--- src/rtl/ex_resolve_stage.sv ---
// ex_resolve_stage
// Execute-resolve stage that sits directly after the ALU/shifter. It takes one
// executed instruction per cycle and does the following:
//   - resolves the branch or jump outcome,
//   - forms the SLT/SLTU and link values,
//   - selects the writeback data.
// The resolved entry is registered and offered to writeback over valid/ready.
// A main output register plus one skid register keep the upstream side fully
// pipelined, and in_ready comes straight from a flop.
//
// Handshake: a transfer happens on a rising edge where valid and ready are
// both high. While valid is high and ready is low, the producer holds its
// payload stable. Neither side's valid may depend on the other side's ready.
//
// Ports:
//   clk, rst                 clock, synchronous active-high reset
//   in_valid / in_ready      upstream handshake
//   fu_out, c_out, z         FU result, carry (1 = no borrow), zero flag
//   op1_msb, op2_msb         sign bits of the FU operands
//   res_kind, br_cond        result kind (0..7), branch funct3
//   pc_plus4, br_target      link value, jump/branch target
//   rd_addr, rd_we           destination register, decode write-enable
//   out_valid / out_ready    downstream handshake
//   wb_data, wb_rd, wb_we    writeback payload
//   redirect, redirect_pc    taken branch/jump and its target (bit 0 cleared)
//   dbg_state                current occupancy state (0 EMPTY, 1 ONE, 2 FULL)
module ex_resolve_stage #(
  parameter int XLEN = 32
) (
  input  logic            clk,
  input  logic            rst,
  input  logic            in_valid,
  output logic            in_ready,
  input  logic [XLEN-1:0] fu_out,
  input  logic            c_out,
  input  logic            z,
  input  logic            op1_msb,
  input  logic            op2_msb,
  input  logic [2:0]      res_kind,
  input  logic [2:0]      br_cond,
  input  logic [XLEN-1:0] pc_plus4,
  input  logic [XLEN-1:0] br_target,
  input  logic [4:0]      rd_addr,
  input  logic            rd_we,
  output logic            out_valid,
  input  logic            out_ready,
  output logic [XLEN-1:0] wb_data,
  output logic [4:0]      wb_rd,
  output logic            wb_we,
  output logic            redirect,
  output logic [XLEN-1:0] redirect_pc,
  output logic [1:0]      dbg_state
);

  // One resolved instruction (71 bits when XLEN = 32).
  typedef struct packed {
    logic [XLEN-1:0] data;
    logic [4:0]      rd;
    logic            we;
    logic            redir;
    logic [XLEN-1:0] rpc;
  } entry_t;

  typedef enum logic [1:0] {
    S_EMPTY = 2'd0,
    S_ONE   = 2'd1,
    S_FULL  = 2'd2
  } state_t;

  state_t r_state;
  state_t w_next;
  entry_t r_out;
  entry_t r_skid;
  entry_t w_entry;
  logic   r_in_ready;

  logic w_eq;
  logic w_ltu;
  logic w_lt;
  logic w_cond;
  logic w_in_fire;
  logic w_out_fire;
  logic w_load_out;
  logic w_out_from_skid;
  logic w_load_skid;

  // ---------------- Resolve ----------------
  // For a subtraction the carry is 1 when there is no borrow, so the unsigned
  // less-than result is the inverted carry. When the operand signs differ,
  // the signed compare is decided by op1's sign alone.
  assign w_eq  = z;
  assign w_ltu = ~c_out;
  assign w_lt  = (op1_msb != op2_msb) ? op1_msb : w_ltu;

  always_comb begin
    w_cond = 1'b0;
    case (br_cond)
      3'b000:  w_cond = w_eq;
      3'b001:  w_cond = ~w_eq;
      3'b100:  w_cond = w_lt;
      3'b101:  w_cond = ~w_lt;
      3'b110:  w_cond = w_ltu;
      3'b111:  w_cond = ~w_ltu;
      default: w_cond = 1'b0;
    endcase
  end

  always_comb begin
    w_entry       = '0;
    w_entry.rd    = rd_addr;
    case (res_kind)
      3'd0: w_entry.data = fu_out;
      3'd1: begin
        w_entry.data  = pc_plus4;
        w_entry.redir = 1'b1;
      end
      3'd2: w_entry.data = {{(XLEN-1){1'b0}}, w_lt};
      3'd3: w_entry.data = {{(XLEN-1){1'b0}}, w_ltu};
      3'd4: w_entry.redir = w_cond;
      default: w_entry.redir = 1'b0;
    endcase
    // Writes to x0 are suppressed here, so the register file never needs to
    // special-case them.
    w_entry.we  = rd_we & (res_kind <= 3'd3) & (rd_addr != 5'd0);
    w_entry.rpc = w_entry.redir ? {br_target[XLEN-1:1], 1'b0} : '0;
  end

  // ---------------- Occupancy control ----------------
  assign w_in_fire  = in_valid & r_in_ready;
  assign w_out_fire = (r_state != S_EMPTY) & out_ready;

  always_comb begin
    w_next          = r_state;
    w_load_out      = 1'b0;
    w_out_from_skid = 1'b0;
    w_load_skid     = 1'b0;
    case (r_state)
      S_EMPTY: begin
        if (w_in_fire) begin
          w_load_out = 1'b1;
          w_next     = S_ONE;
        end
      end
      S_ONE: begin
        if (w_in_fire && w_out_fire) begin
          w_load_out = 1'b1;
        end else if (w_in_fire) begin
          w_load_skid = 1'b1;
          w_next      = S_FULL;
        end else if (w_out_fire) begin
          w_next = S_EMPTY;
        end
      end
      S_FULL: begin
        // in_ready is low here, so only the drain path can move.
        if (w_out_fire) begin
          w_out_from_skid = 1'b1;
          w_next          = S_ONE;
        end
      end
      default: w_next = S_EMPTY;
    endcase
  end

  always_ff @(posedge clk) begin
    if (rst) begin
      r_state    <= S_EMPTY;
      r_out      <= '0;
      r_skid     <= '0;
      r_in_ready <= 1'b1;
    end else begin
      r_state <= w_next;
      // Computed from the next state so in_ready is a flop output and has
      // no combinational path from out_ready.
      r_in_ready <= (w_next != S_FULL);
      if (w_load_out) begin
        r_out <= w_entry;
      end else if (w_out_from_skid) begin
        r_out <= r_skid;
      end
      if (w_load_skid) begin
        r_skid <= w_entry;
      end
    end
  end

  assign in_ready    = r_in_ready;
  assign out_valid   = (r_state != S_EMPTY);
  assign wb_data     = r_out.data;
  assign wb_rd       = r_out.rd;
  assign wb_we       = r_out.we;
  assign redirect    = r_out.redir;
  assign redirect_pc = r_out.rpc;
  assign dbg_state   = r_state;

endmodule

--- config.mk ---
export PLATFORM = sky130hd
export DESIGN_NAME = ex_resolve_stage
export DESIGN_NICKNAME = d
export VERILOG_FILES = /design/src/rtl/ex_resolve_stage.sv
export SDC_FILE = /design/constraint.sdc
export NUM_CORES = 1
export LEC_CHECK = 0
export ABC_AREA = 1
export BUFFER_PORTS_ARGS = -buffer_cell sky130_fd_sc_hd__buf_2
export CAP_MARGIN = 20
export CORE_MARGIN = 1.5
export CORE_UTILIZATION = 53
export CTS_BUF_LIST = sky130_fd_sc_hd__clkbuf_2 sky130_fd_sc_hd__clkbuf_4 sky130_fd_sc_hd__clkbuf_8
export DETAILED_ROUTE_END_ITERATION = 7
export MAX_ROUTING_LAYER = met4
export PLACE_DENSITY = 0.78
export REMOVE_ABC_BUFFERS = 1
export SLEW_MARGIN = 20
export SYNTH_ARGS = -nofsm -noshare
export SYNTH_HDL_FRONTEND = slang
export SYNTH_SLANG_ARGS = --single-unit
--- constraint.sdc ---
create_clock -name clk -period 1.95 [get_ports clk]
set_input_delay 0.195 -clock clk [delete_from_list [all_inputs] [get_ports clk]]
set_output_delay 0.195 -clock clk [all_outputs]
set_load 0.02 [all_outputs]
### Yosys cells after proc, flatten, opt, wreduce, memory -nomap -nowiden

Cells that the tools add are included.

| word-level totals | value |
|---|---|
| bits in registers | 145 |
| bits in latches | 0 |
| bits in writable memories | 0 |
| ROM bits | 0 |
| output and inout bits | 75 |
| word-level logic and storage cells | 60 |
| memories kept | 0 |

| cells by class | value |
|---|---|
| add/sub/neg operators | 0 |
| $mul | 0 |
| divide/modulo/power cells | 0 |
| magnitude comparators | 1 |
| equal/unequal tests | 13 |
| shifts and indexed selects | 0 |
| muxes and demuxes | 20 |
| bitwise logic cells | 7 |
| reductions and logical operators | 7 |

Operators with widths:

| cell | count |
|---|---|
| $mux 71 | 2 |
| $pmux 32 s4 | 1 |
| $mux 32 | 1 |
| $eq 3x3->1 const B | 5 |
| $mux 2 | 5 |
| $mux 1 | 7 |
| $eq 3x1->1 const B | 2 |
| $eq 3x2->1 const B | 2 |
| $logic_not 3->1 | 2 |
| $pmux 1 s6 | 1 |
| $pmux 2 s3 | 1 |
| $reduce_bool 5->1 | 1 |
| $and 1x1->1 | 4 |
| $pmux 1 s2 | 2 |
| $reduce_bool 2->1 | 2 |
| $le 3x2->1 const B | 1 |
| $not 1->1 | 3 |
| $eq 2x1->1 const B | 1 |
| $eq 2x2->1 const B | 1 |
| $logic_not 2->1 | 1 |
| $ne 2x2->1 const B | 1 |
| $logic_and 1x1->1 | 1 |
| $ne 1x1->1 | 1 |

### Depth between registers and ports, before layout

Gate-level depths: netlist of run 1.

| logic depth | value |
|---|---|
| depth after elaboration | 7 |
| mapped depth | 11 |
| depth with buffers taken out | 10 |

### Least setup slack after synthesis of run 1

No wires, ideal clock.

| path | value |
|---|---|
| kind | reg-to-reg |
| start | register r_state[0] (netlist: dbg_state[0]) |
| end | register r_out (netlist bit wb_data[10]) |
| arrival time | 1549 ps |
| required time | 1830 ps |
| slack | 281 ps |
| stages on the path, launching flop included | 11 |
| buffers on the path | 1 |
| path through | dfxtp_1 -> inv_2 -> nor2_1 -> inv_2 -> nand2_2 -> inv_2 -> a31oi_4 -> inv_2 -> buf_2 -> o21ai_1 -> a21oi_1 |

| on the way | value |
|---|---|
| cells in the longest elaborated chain, start to end | 6 |
| elaborated cells on any way between the ends | 12 |

Ends and longest elaborated chain:

| item | line | RTL |
|---|---|---|
| from (decl) | 70 | `state_t r_state;` |
| from (signal assigned) | 172 | `r_state <= w_next;` |
| $reduce_bool 2->1 | 130 | `assign w_out_fire = (r_state != S_EMPTY) & out_ready;` |
| $and 1x1->1 | 130 |  |
| $logic_and 1x1->1 | 145 | `if (w_in_fire && w_out_fire) begin` |
| $mux 1 | 145 |  |
| $pmux 1 s2 | 137 | `case (r_state)` |
| $mux 71 / $reduce_bool 2->1 (equally long branches) | n/a |  |
| to (signal assigned) | 177 | `r_out <= w_entry;` |
| to (signal assigned) | 179 | `r_out <= r_skid;` |
| to (decl) | 72 | `entry_t r_out;` |

Several ways; a longest one is shown, not always the timed one.
A chain may end at the register's enable or synchronous reset.

### Worst setup path in the final report of run 1

| path | value |
|---|---|
| start | register r_state[0] (netlist: dbg_state[0]) |
| end | register r_out (netlist bit redirect_pc[20]) |

Same word-level chain as after synthesis.

==> results by group, run 1 <==
Run status
  – Status: finished, violations left
  – Failing checks: DRC

Clocking
  – Worst-Skew Late Latency: 0.43 ns
  – CTS tree: done
  – Number of setup buffers added after CTS: 0
  – CTS Buf Count: 17
  – CTS Root Cell: clkbuf_8
  – Clock tree buffer depth: 2
  – H-tree depth: 4
  – Clk slew on worst S/H paths: 0.08 ns
  – TritonCTS Sinks: 143
  – Resize count post-CTS: 0

STA
  – Tmin final: 1.796 ns
  – Measured slew at the worst slew-check pin: 0.6640 ns
  – F_max: 0.5567 GHz
  – Fin. Hold Viols: 0
  – RSZ-0062 raised after global routing: no
  – Final setup violation count: 0
  – Fin. max-slew vios: 0
  – Setup TNS: 0 ns
  – Post-route clock period utilization: 0.9212
  – Setup Skew: 0.009744 ns
  – Worst relative slew slack: 0.5567

Logic synthesis
  – Cell Area, Synth: 6132 sq um
  – Compound-Gate Fraction of Synth Area: 0.2901
  – Syn Inst Count: 857
  – Synthesized-area fraction occupied by adder cells: 0
  – Synth warn: 0
  – Xor and xnor area share after synthesis: 0
  – Synth unique cells: 20
  – Synth area leader: dfxtp_1
  – Post-synthesis simple-gate area fraction: 0.1620
  – Sequential share of the synthesized area: 0.4668
  – Largest family of logic cells by synthesized area: compound AO/OA/AOI/OAI gates
  – Leading post-synthesis cells by cell area: dfxtp_1 47%, a21oi_1 15%, o21ai_0 7.8%
  – Area share of the largest cell type after synthesis: 0.4668
  – Syn Area/Cell: 7.155 sq um
  – Post-synthesis mux area share: 0
  – FF+latch count, synth: 143

Critical path
  – CP endpoint kind: flop
  – Worst path slowest cell: dfxtp_1
  – CP most frequent cell: inv_2
  – Critical Path Start Type: flop
  – Worst path max stage delay: 0.36 ns
  – Crit-path cells: inv_2 > nor2_1 > inv_2 > nand2_2 > inv_2 > a31oi_4 > inv_2 > buf_4 > o21ai_1 > a21oi_1
  – WP data arrival: 2.11 ns
  – CP Data Required Time: 2.26 ns
  – Critical path type: flop to flop
  – Max FO, Critical Path: 37

Die
  – Die ar.: 12220 sq um
  – Die outline height: 110.6 um
  – Initial Util: 0.5393
  – Die width: 110.6 um
  – Core Box Area: 11370 sq um
  – Row cnt: 39
  – Ports: 191

Pwr
  – PD cells: 903.7 nW/um^2
  – Maximum vdd ir drop: 0.4824 mV
  – Pleak: 0.003454 uW

Finish
  – Commonest non-fill, non-tap cell in the layout: buf_2
  – Non-Filler Instances: 1162
  – Most frequent cells in the layout: 188 x buf_2, 178 x a21oi_1, 143 x dfxtp_1
  – Final net count: 1125
  – Register area: 2863 sq um
  – Final core utilization: 0.6708
  – Layout cells sized above 1: 0.2385
  – Area growth, synth to finish: 24.38%
  – Area of the multi-input gates: 2784 sq um
  – Fill count: 1019
  – ANT cells: 0

Detailed routing
  – DR iter-0 viols: 539
  – DRC viols: 1
  – Drt pass-1 iters: 8
  – Antenna-violating nets left: 0
  – Wire per inst: 14.15 um
  – Total length of routed wires: 16440 um
  – Vias: 6348
  – Via-to-Cell Ratio: 5.463

Global routing
  – All-Layer GR Usage: 0.2763
  – Pin count of the biggest net entering global routing: 140
  – Number of global-route vias before repair: 5860
  – Grt ovf: 0
  – Initial antenna violation count: 0
  – First-pass GRT wire length: 27380 um

Worst hold path
  – Worst Hold Class: primary input to flop

Placement
  – Hpwl dp: 9625 um
  – Placed cell count: 1128
  – I/O Buffers: 188
  – Placer Congestion: 0.7602

Flow run
  – Max Cap Violations: 0
==> path summary, 6_finish.rpt <==
| kind | slack, ns | startpoint | to | cells after the start |
|---|---|---|---|---|
| max | 0.15 | dbg_state[0] | redirect_pc[20] | 10 |
| min reg2reg | 0.52 | wb_rd[1] | wb_rd[1] | 2 |
| min | 0.02 | br_target[17] | r_skid[17] | 3 |
| max reg2reg | 0.15 | dbg_state[0] | redirect_pc[20] | 10 |
==> cell usage after synthesis <==
| master | number |
|---|---|
| dfxtp_1 | 143 |
| nand4_1 | 4 |
| buf_1 | 4 |
| a31oi_1 | 1 |
| inv_2 | 8 |
| o21ai_0 | 96 |
| inv_1 | 43 |
| nand2_2 | 2 |
| nand2_1 | 83 |
| nor2_2 | 1 |
| nand3_1 | 67 |
| o21ai_1 | 76 |
| a21oi_1 | 178 |
| a31oi_4 | 1 |
| clkbuf_1 | 49 |
| buf_2 | 19 |
| nor2_1 | 78 |
| nor3_1 | 2 |
| buf_4 | 1 |
| conb_1 | 1 |
==> cell families (layout without fill, tap and decap cells) <==
family	count (synthesis)	count (layout)
compound gates	352	352
simple gates	237	237
flops	143	143
buf+inv	124	286
other cells	1	1
==> critical path: cells and delay by family, from the launching register on <==
family / cells / cell delay [ns]
buf+inv: 5 / 0.55
compound gates: 3 / 0.51
flops: 1 / 0.36
simple gates: 2 / 0.25
==> cell type report <==
type	instances	area share
inverters	51	0.02526
multi-input cells	590	0.3650
clock inverters	9	0.02067
repair buffers	206	0.1542
flip-flops and latches	143	0.3753
well taps	143	0.02346
clock buffers	20	0.03609
==> metal layers <==
layer	vias up	global-route usage	routed length, um
li1	3212	-	-
met1	2876	0.3542	7500
met2	230	0.4428	7632
met3	30	0.04226	967
met4	0	0.1043	342
met5	-	-	0
==> power breakdown <==
part           total, uW  switching [uW]  leakage, uW  internal, uW
Sequential          3190            88.5      0.00117          3100
Combinational       1140             745      0.00207           394
Clock               2570            1080     0.000214          1480
Total               6890            1920      0.00345          4970
==> through the flow <==
step / instance area (sq um) / power (uW) / worst slack (ns) / hold WS, ns
2_1_floorplan: 5831 / 3895 / -2.265 / 0.2641
3_3_place_gp: 7144 / 4356 / 0.2389 / 0.4310
3_5_place_dp: 7144 / 4372 / 0.2155 / 0.4415
4_1_cts: 7627 / 6924 / 0.1544 / 0.0006606
5_1_grt: 7627 / 7203 / 0.009225 / 0.006265
6_report: 7627 / 6893 / 0.1536 / 0.02056
==> timing repair <==
action / CTS / global route
hold buffers: 5 / 0
setup endpoints to repair: 0 / 0
hold endpoints to repair: 6 / 0
==> flip-flops by register name, indices dropped and copies added, names as in the netlist <==
signal / cells
wb_data: 32
dbg_state: 2
wb_rd: 5
r_skid: 70
redirect: 1
redirect_pc: 31
wb_we: 1
in_ready: 1
(Power assumes the default switching activity.)
==> run 2: changes to the inputs <==
--- a/config.mk
+++ b/config.mk
@@ -8,13 +8,14 @@
 export ABC_AREA = 1
 export BUFFER_PORTS_ARGS = -buffer_cell sky130_fd_sc_hd__buf_2
 export CAP_MARGIN = 20
+export CORE_ASPECT_RATIO = 1.1
 export CORE_MARGIN = 1.5
 export CORE_UTILIZATION = 53
 export CTS_BUF_LIST = sky130_fd_sc_hd__clkbuf_2 sky130_fd_sc_hd__clkbuf_4 sky130_fd_sc_hd__clkbuf_8
+export CTS_CLUSTER_SIZE = 20
 export DETAILED_ROUTE_END_ITERATION = 7
 export MAX_ROUTING_LAYER = met4
 export PLACE_DENSITY = 0.78
-export REMOVE_ABC_BUFFERS = 1
 export SLEW_MARGIN = 20
 export SYNTH_ARGS = -nofsm -noshare
 export SYNTH_HDL_FRONTEND = slang
==> run 2 against run 1 <==
Against the previous run:
- the run now ends clean
- non-clock buffer count grew 16
- clock power shrank 2%
- sequential power about the same
- utilization rose by 1.4 points
- critical path depth did not move
- hold slack gained 0.0042 ns
- cell count rose by 2.1%
- global-route usage grew 0.55 points
- final area rose by 2.2%
- sequential share of layout area down 0.81 points
- critical path type unchanged
- largest cell class unchanged
- largest power group unchanged
- highest routed layer unchanged
==> results by group, run 2 (synthesis gave the netlist of run 1 again) <==
Die
  – Die ar.: 12230 sq um
  – Die width: 105.6 um
  – Ports: 191
  – Die outline height: 115.8 um
  – Core Box Area: 11390 sq um
  – Row cnt: 41
  – Initial Util: 0.5385

Detailed routing
  – Via-to-Cell Ratio: 5.404
  – Antenna-violating nets left: 0
  – Wire per inst: 13.98 um
  – Total length of routed wires: 16580 um
  – DRC viols: 0
  – Drt pass-1 iters: 5
  – Vias: 6409
  – DR iter-0 viols: 485

Clocking
  – Clock tree buffer depth: 2
  – Worst-Skew Late Latency: 0.43 ns
  – CTS Buf Count: 17
  – TritonCTS Sinks: 143
  – CTS tree: done
  – Number of setup buffers added after CTS: 0
  – Clk slew on worst S/H paths: 0.07 ns
  – CTS Root Cell: clkbuf_8
  – H-tree depth: 4

Finish
  – ANT cells: 0
  – Final net count: 1141
  – Most frequent cells in the layout: 188 x buf_2, 178 x a21oi_1, 143 x dfxtp_1
  – Reg with most FFs: r_skid
  – Area growth, synth to finish: 27.12%
  – Commonest non-fill, non-tap cell in the layout: buf_2
  – Layout cells sized above 1: 0.2413
  – Final core utilization: 0.6845
  – Max reg flops: 70

STA
  – Fin. Hold Viols: 0
  – RSZ-0062 raised after global routing: no
  – Setup TNS: 0 ns
  – Tmin final: 1.742 ns
  – Measured slew at the worst slew-check pin: 0.6749 ns
  – F_max: 0.5740 GHz
  – PnR worst setup slack: 0.2080 ns
  – Worst relative slew slack: 0.5494
  – Fin. max-slew vios: 0
  – Setup Skew: 0.009318 ns
  – Final setup violation count: 0
  – Post-route clock period utilization: 0.8934

Pwr
  – Combinational share of power: 0.170
  – Net Switching: 1926 uW
  – Pleak: 0.003536 uW
  – Sequential share of power: 0.462
  – Maximum vdd ir drop: 0.4480 mV
  – PD cells: 883.6 nW/um^2
  – Clock power frac: 0.367
  – Pint: 4962 uW
  – Sw frac: 0.2796

Run status
  – Status: finished clean

Placement
  – Hpwl dp: 10150 um
  – Placer Congestion: 0.8203
  – Pre-CTS WS: 0.1822 ns
  – I/O Buffers: 188

Critical path
  – Critical Path Start Type: flop
  – R2R cell count: 10
  – CP Data Required Time: 2.26 ns
  – Critical path type: flop to flop
  – Worst Setup SP: dbg_state[0]
  – CP endpoint kind: flop
  – Reg2reg start: dbg_state[0]
  – Max FO, Critical Path: 25
  – WP data arrival: 2.05 ns

Worst hold path
  – Hold_sp: br_target[6]
  – Worst Hold Class: primary input to flop
  – Hold Path Cell Cnt: 3

Global routing
  – Grt ovf: 0
  – First-pass GRT wire length: 27250 um
  – Number of global-route vias before repair: 5949
  – Initial antenna violation count: 0
  – Pin count of the biggest net entering global routing: 71
  – All-Layer GR Usage: 0.2818

Logic synthesis
  – Syn nets: 973

Flow run
  – Max Cap Violations: 0
## run 2: cell types whose count changed in the layout (fill, tap and decap cells not counted), moves of 2 or more
| cell | delta |
|---|---|
| buf_4 | +3 |
| inv_6 | -2 |
| dlygate4sd3_1 | +10 |
| buf_6 | +2 |
| clkinv_2 | +3 |
| clkinv_4 | +2 |
## run 2: final timing paths
check                end  slack [ns]
max          wb_data[23]        0.21
min            r_skid[6]        0.02
max reg2reg  wb_data[23]        0.21
min reg2reg   r_skid[58]        0.52
## run 2: timing repair
action	in CTS	in global routing
setup endpoints to repair	0	4
gates resized for setup	0	2
hold buffers	15	0
endpoints found under the hold margin	16	0
## run 2: final cells by class
cell class | instances | area, sq um
clock buffer | 19 | 261.5
clock inverter | 11 | 165.2
fill | 1032 | 3593
inverter | 51 | 192.7
multi-input combinational | 590 | 2784
sequential | 143 | 2863
tap | 150 | 187.7
timing repair buffer | 222 | 1341
## run 2: power by group through the flow
stage	Sequential (uW)	Combinational, uW	Clock [uW]
after floorplan	3390	553	0
after global placement	3240	1130	0
after detailed placement	3250	1140	0
after CTS	3180	1170	2560
after global routing	3200	1290	2700
final	3190	1170	2530
## run 2: per-stage QoR
| stage | hold WS [ns] | cells | total power, uW | cell area, sq um |
|---|---|---|---|---|
| 4_1_cts | 0.001603 | 1186 | 6914 | 7787 |
| 6_report | 0.02478 | 1186 | 6887 | 7795 |
| 3_3_place_gp | 0.4204 | 1141 | 4372 | 7211 |
| 3_5_place_dp | 0.4265 | 1141 | 4384 | 7211 |
| 5_1_grt | 0.006216 | 1186 | 7196 | 7795 |
| 2_1_floorplan | 0.2641 | 857 | 3944 | 6132 |
## run 2: worst max-delay path, cell delays in order, from the launching register on
cell     delay [ns]
dfxtp_1        0.36
inv_2          0.06
nor2_1         0.16
inv_2          0.08
nand2_2        0.10
inv_2          0.07
a31oi_4        0.20
inv_2          0.16
buf_6          0.21
o21ai_1        0.14
a21oi_1        0.06
## run 2: per-layer routing
metal  global-route usage  up-vias  wire length, um
met5                    -        -                0
met4              0.09459        0              167
met3              0.04781       12             1007
met2               0.4771      220             7776
met1               0.3437     2934             7624
li1                     -     3243                -
